--- src/rtl/rcv_block_packer.sv ---
// Receive staging buffer: packs four 32-bit bus words into a 128-bit block
// and queues complete blocks in a first-word-fall-through FIFO.
module rcv_block_packer #(
   parameter int DEPTH = 4,
   parameter int CW    = $clog2(DEPTH + 1)
) (
   input  logic          clk,
   input  logic          reset,
   input  logic          wr_en,
   input  logic [31:0]   wr_data,
   input  logic          rcv_deq,
   input  logic          fix_error,
   output logic [127:0]  rcv_fifo_out,
   output logic          rcv_fifo_empty,
   output logic          rcv_fifo_full,
   output logic          framing_error,
   output logic [CW-1:0] count,
   output logic [1:0]    word_idx
);

   localparam int PW = $clog2(DEPTH);
   localparam logic [CW-1:0] FULL_CNT = CW'(DEPTH);

   logic [127:0]  mem [DEPTH];
   logic [PW-1:0] wr_ptr;
   logic [PW-1:0] rd_ptr;
   logic [95:0]   asm_q;

   logic wr_live;
   logic push_ok;
   logic push;
   logic pop;

   always_comb begin
      wr_live = wr_en && !fix_error;
      // A pop in the same cycle frees the slot the push needs.
      push_ok = (count != FULL_CNT) || rcv_deq;
      push    = wr_live && (word_idx == 2'd3) && push_ok;
      pop     = rcv_deq && (count != '0);
   end

   always_ff @(posedge clk) begin
      if (reset) begin
         word_idx      <= '0;
         asm_q         <= '0;
         framing_error <= 1'b0;
         wr_ptr        <= '0;
         rd_ptr        <= '0;
         count         <= '0;
      end else begin
         if (fix_error) begin
            word_idx      <= '0;
            asm_q         <= '0;
            framing_error <= 1'b0;
         end else if (wr_en) begin
            if (word_idx != 2'd3) begin
               case (word_idx)
                  2'd0:    asm_q[95:64] <= wr_data;
                  2'd1:    asm_q[63:32] <= wr_data;
                  default: asm_q[31:0]  <= wr_data;
               endcase
               word_idx <= word_idx + 2'd1;
            end else if (push) begin
               word_idx <= '0;
            end else begin
               // Overrun: drop the word, keep the three held words for a retry.
               framing_error <= 1'b1;
            end
         end

         if (push) wr_ptr <= wr_ptr + PW'(1);
         if (pop)  rd_ptr <= rd_ptr + PW'(1);

         case ({push, pop})
            2'b10:   count <= count + CW'(1);
            2'b01:   count <= count - CW'(1);
            default: count <= count;
         endcase
      end
   end

   always_ff @(posedge clk) begin
      if (push && !reset) mem[wr_ptr] <= {asm_q, wr_data};
   end

   always_comb begin
      rcv_fifo_out   = (count != '0) ? mem[rd_ptr] : '0;
      rcv_fifo_empty = (count == '0);
      rcv_fifo_full  = (count == FULL_CNT);
   end

endmodule

--- config.mk ---
export PLATFORM = sky130hd
export DESIGN_NAME = rcv_block_packer
export DESIGN_NICKNAME = d
export VERILOG_FILES = /design/src/rtl/rcv_block_packer.sv
export SDC_FILE = /design/constraint.sdc
export NUM_CORES = 1
export LEC_CHECK = 0
export CAP_MARGIN = 20
export CORE_MARGIN = 4
export CORE_UTILIZATION = 50
export CTS_BUF_LIST = sky130_fd_sc_hd__clkbuf_8
export DETAILED_ROUTE_END_ITERATION = 7
export MAX_ROUTING_LAYER = met4
export PLACE_DENSITY = 0.7
export SETUP_SLACK_MARGIN = 0.02
export SYNTH_ARGS = -nofsm -noshare
export SYNTH_HDL_FRONTEND = slang
export SYNTH_SLANG_ARGS = --single-unit
--- constraint.sdc ---
create_clock -name clk -period 10.7 [get_ports clk]
set_input_delay 1.07 -clock clk [delete_from_list [all_inputs] [get_ports clk]]
set_output_delay 1.07 -clock clk [all_outputs]
set_load 0.1 [all_outputs]
## Word level (Yosys, flattened, before mapping)

Memories as Yosys holds them, arrays and structs flattened. A register that Yosys moved wholly into a read port is not among the register bits.
Index checks and enable logic that the tools add are counted.

| word-level totals | value |
|---|---|
| bits of input ports | 37 |
| memory bits (writable) | 512 |
| memories | 1 |
| bits in registers | 106 |

| operators by class | value |
|---|---|
| reduce and logical (&&, ||, !) cells | 20 |
| bitwise operators | 3 |
| eq/ne operators | 7 |
| mux-type cells | 8 |
| $add $sub $neg | 5 |

Memory list:

| name | depth | bits a word | rd ports | clocked after memory_dff | wr ports | RTL line | RTL |
|---|---|---|---|---|---|---|---|
| mem | 4 | 128 | 1 | 1 | 1 | 24 | `logic [127:0] mem [DEPTH];` |

Operators with widths:

| kind | number |
|---|---|
| 128-bit 2-to-1 mux | 1 |
| 3-bit AND reduction | 4 |
| 2-bit 2-to-1 mux | 4 |
| 2-bit by 1-bit adder with 2-bit output, second input constant | 3 |
| 3-bit case mux with 2 select lines | 1 |
| 1-bit logical AND | 5 |
| 2-bit by 1-bit equality test with 1-bit output, second input constant | 2 |
| 2-bit equality test, second input constant | 2 |
| 2-bit nonzero test | 2 |
| 2-bit OR reduction | 2 |
| 3-bit by 1-bit adder with 3-bit output, second input constant | 1 |
| 3-bit equality test, second input constant | 1 |
| 3-bit logical NOT | 1 |
| 3-bit != test, second input constant | 1 |
| 1-bit NOT | 3 |
| 3-bit nonzero test | 1 |
| 3-bit by 1-bit subtractor with 3-bit output, second input constant | 1 |
| 1-bit logical NOT | 2 |
| 2-bit logical NOT | 1 |
| 1-bit 2-to-1 mux | 2 |
| 2-bit != test, second input constant | 1 |
| 2-bit AND reduction | 1 |
| 1-bit logical OR | 1 |

## Longest topological paths before layout

| depth | value |
|---|---|
| depth in word-level cells | 7 |
| depth in mapped cells | 11 |
| gate-level depth less buffers | 10 |

## Least setup slack after synthesis

No wires, ideal clock.

| path | value |
|---|---|
| kind | reg2reg |
| start | register word_idx[0] |
| end | memory mem[0][0] (enable) |
| slack | 5.366 ns |
| setup time | 0.502 ns |
| data required time | 10.198 ns |
| buffers on the path | 1 |
| cell stages (with the launch flop) | 6 |
| data arrival time | 4.831 ns |
| cell sequence | dfxtp_1 > ha_1 > buf_2 > nand2_1 > nor4_1 > and2_1 |

| between the ends | value |
|---|---|
| word-level cells in the longest chain between the ends | 6 |

RTL lines:

| item | RTL line | RTL |
|---|---|---|
| from (decl) | 18 | `output logic [1:0] word_idx` |
| from (signal assigned) | 62 | `word_idx <= word_idx + 2'd1;` |
| 2-bit equality test | 38 | `push = wr_live && (word_idx == 2'd3) && push_ok;` |
| 1-bit logical AND (2 in a row) | 38 |  |
| 1-bit logical AND | 83 | `if (push && !reset) mem[wr_ptr] <= {asm_q, wr_data};` |
| 1-bit 2-to-1 mux | 83 |  |
| 1-bit 2-to-1 mux (implied by the code) | 83 |  |
| to (decl) | 24 |  |

Every way passes these cells.

==> flow_metrics.tcl <==
set metrics [dict create \
    n_fill_cell 3379 \
    die_width_um 224 \
    fmax_ghz 0.181 \
    insertion_delay_ns 0.63 \
    dieArea_um2 50300 \
    timing.final.hold_violations 0 \
    cp_slowest_cell "clkdlybuf4s50_1" \
    cpPeakStageDelay_ns 1.22 \
    ys_ff_latch 620 \
    cts.sinks 620 \
    grt_pass1_wl_um 76500 \
    track_usage_pct 20.9 \
    wl_per_cell_um 23.0 \
    drive_gt1_share_pct 18.0 \
    synth_cell_types 38 \
    criticalPathCategory "flip-flop to output pin" \
    synth_edf_count 512 \
    hp-start "asm_q[1]" \
    ys_seq_area_share_pct 75.0 \
    crit_fanout 47 \
    portBuffers 172 \
    ant_nets 0 \
    hold_path.class "flip-flop to flip-flop" \
    timing.rr.start "word_idx[0]" \
    fin_crit_sh_pct 51.7 \
    synth_top_family_by_area "multiplexers" \
    drv_slew 0 \
    viasPerCell 5.48 \
    numCtsBuffers 92 \
    synthTopCellsByCount "edfxtp_1, nand2_1, mux4_2, nor2b_1, dfxtp_1" \
    timing.final.ws_setup_ns 5.17 \
    synthMuxAreaShare_pct 12.4 \
    boundaryPins 173 \
    synthAdderAreaFrac_pct 0.514 \
    synthArstFlopShare_pct 0 \
    min_delay_path_depth 0 \
    leakagePower_nw 8.58 \
    path_clk_slew_ns 0.06 \
    grt_max_degree 74 \
    final_nets 1566 \
    dr.pass1.iters 5 \
    setup-violations-final 0 \
    clk_path_buf_depth 3 \
    fin_total_pwr_mw 4.49 \
    dp_slack_ns 5.63 \
    rows 78 \
    end_kind "output pin" \
    synth_xor_area_share_pct 0.112 \
    holdWs_ns 0.493 \
    maxCapViolations 0 \
    yosysWarningCount 0 \
    ys.flop_type "edfxtp_1" \
    cts_resized 0 \
    antenna_found_initial 3 \
    ys_top_cells_by_area "edfxtp_1, mux4_2, dfxtp_1" \
    synth_top_cell_by_area "edfxtp_1" \
    whs_endpoint "mem[1][33]" \
    rsz0062_at_grt "no" \
    clock_skew_ns 0.0174 \
    placed_area_um2 25600 \
    drc 0 \
    core_um2 45800 \
    syn_area_per_cell_um2 17.8 \
    synth-simple-area-share_pct 7.58 \
    synth.top_cell.area_share_pct 65.7 \
    fin_crit_ns 5.53 \
    arrival_ns 4.46 \
    yosysMostFrequentCell "edfxtp_1" \
    gp_congestion 0.736 \
    status "finished clean" \
    syn_inst 1311 \
    synth_compound_area_share_pct 2.32 \
    critPathLaunchType "flip-flop" \
    drt_iter0_markers 973 \
    rrSetupSlack_ns 6.75 \
    grt_pass1_vias 12500 \
    dp_hpwl_um 29700 \
    hold_buffers 0 \
    fin_setup_tns_ns 0 \
    root_buffer "clkbuf_8" \
    cp.required_ns 9.63 \
    final_area_um2 27400 \
    syn_nets 1357 \
    die_y_um 224 \
    tritoncts "built" \
    power.density_nw_per_um2 164 \
    via_count 12100 \
    timing.rr.end "mem[1][99]" \
    worstPathCellList "buf_4, mux4_2, nor2b_1, clkdlybuf4s50_1" \
    slew_headroom_pct 29.7 \
    synthesis.area_um2 23400 \
    overflow 0 \
    ir_worst_vdd_mv 0.0785 \
    drt_wl_total_um 50600 \
    h-tree-depth 3 \
    cts_setup_buffers 0 \
    tightest_slew_ns 1.05 \
    area_growth_pct 17.0 \
    worst-r2r-cell-count 6 \
    start_util_pct 51.1 \
]
-- report_power, final --
part	total [mW]	switching, mW	internal [mW]
registers	2.61	0.00893	2.60
logic	0.0973	0.0710	0.0263
clock network	1.79	0.860	0.928
-- registers in the layout (all words and copies together) (netlist names), named ones only --
name	cells
asm_q	96
count	3
word_idx	2
mem	512
rd_ptr	2
framing_error	1
wr_ptr	2
-- cell families (layout without fill, tap and decap cells) --
| logic type | count (synthesis) | count (layout) |
|---|---|---|
| flip-flops | 620 | 620 |
| multiplexers | 130 | 130 |
| adder cells (fa/ha/maj) | 9 | 9 |
| AND/OR/NAND/NOR | 356 | 356 |
| XOR/XNOR | 3 | 3 |
| other | 0 | 4 |
| buffers and inverters | 87 | 373 |
| AO/OA/AOI/OAI | 106 | 106 |
-- cell type report --
type	count	area [um2]	share of cell area, %
tap	600	751	2.74
clock buffer	109	1500	5.48
timing repair buffer	192	1870	6.84
sequential	620	17500	64.1
multi-input combinational	604	5390	19.7
clock inverter	62	267	0.974
inverter	10	37.5	0.137
antenna	4	10.0	0.0366
-- through the flow --
stage                     utilization, %  instances
final                               59.8       2201
after global routing                59.8       2200
after CTS                           59.8       2197
after detailed placement            55.9       2026
after global placement              55.9       2026
after floorplan                        -       1311
-- cell usage in the layout, fill, tap and decap left out, drive strengths merged, types with 4 or more instances in the layout --
cell type and n:
mux4 128, nor2b 128, ha 8, clkdlybuf4s50 172, nor2 9, edfxtp 512
nand2 195, inv 47, buf 20, clkbuf 109, and2 4, clkinv 23
a21oi 100, diode 4, dfxtp 108
-- critical path: cells and delay by family, from the launching register on --
kind                   cells  cell delay (ns)
buffers and inverters      2             2.07
DFF                        1             0.98
and+or+nand+nor            1             0.38
muxes                      1             0.35
-- metal layers --
| metal | vias up | track usage, % | part of all wire (%) |
|---|---|---|---|
| met5 | - | - | 0 |
| met4 | 0 | 6.74 | 2.9 |
| met3 | 77 | 4.96 | 7.1 |
| met2 | 386 | 31.0 | 47 |
| met1 | 6201 | 29.1 | 43 |
| li1 | 5404 | - | - |
-- worst max path at each step --
stage / endpoint / cells past startpoint
6_report: rcv_fifo_out[44] / 4
4_1_cts: rcv_fifo_out[44] / 4
3_3_place_gp: rcv_fifo_out[44] / 4
3_5_place_dp: rcv_fifo_out[44] / 4
5_1_grt: rcv_fifo_out[44] / 4
2_1_floorplan: mem[0][0] / 5
Power figures use the tool's default switching activity.
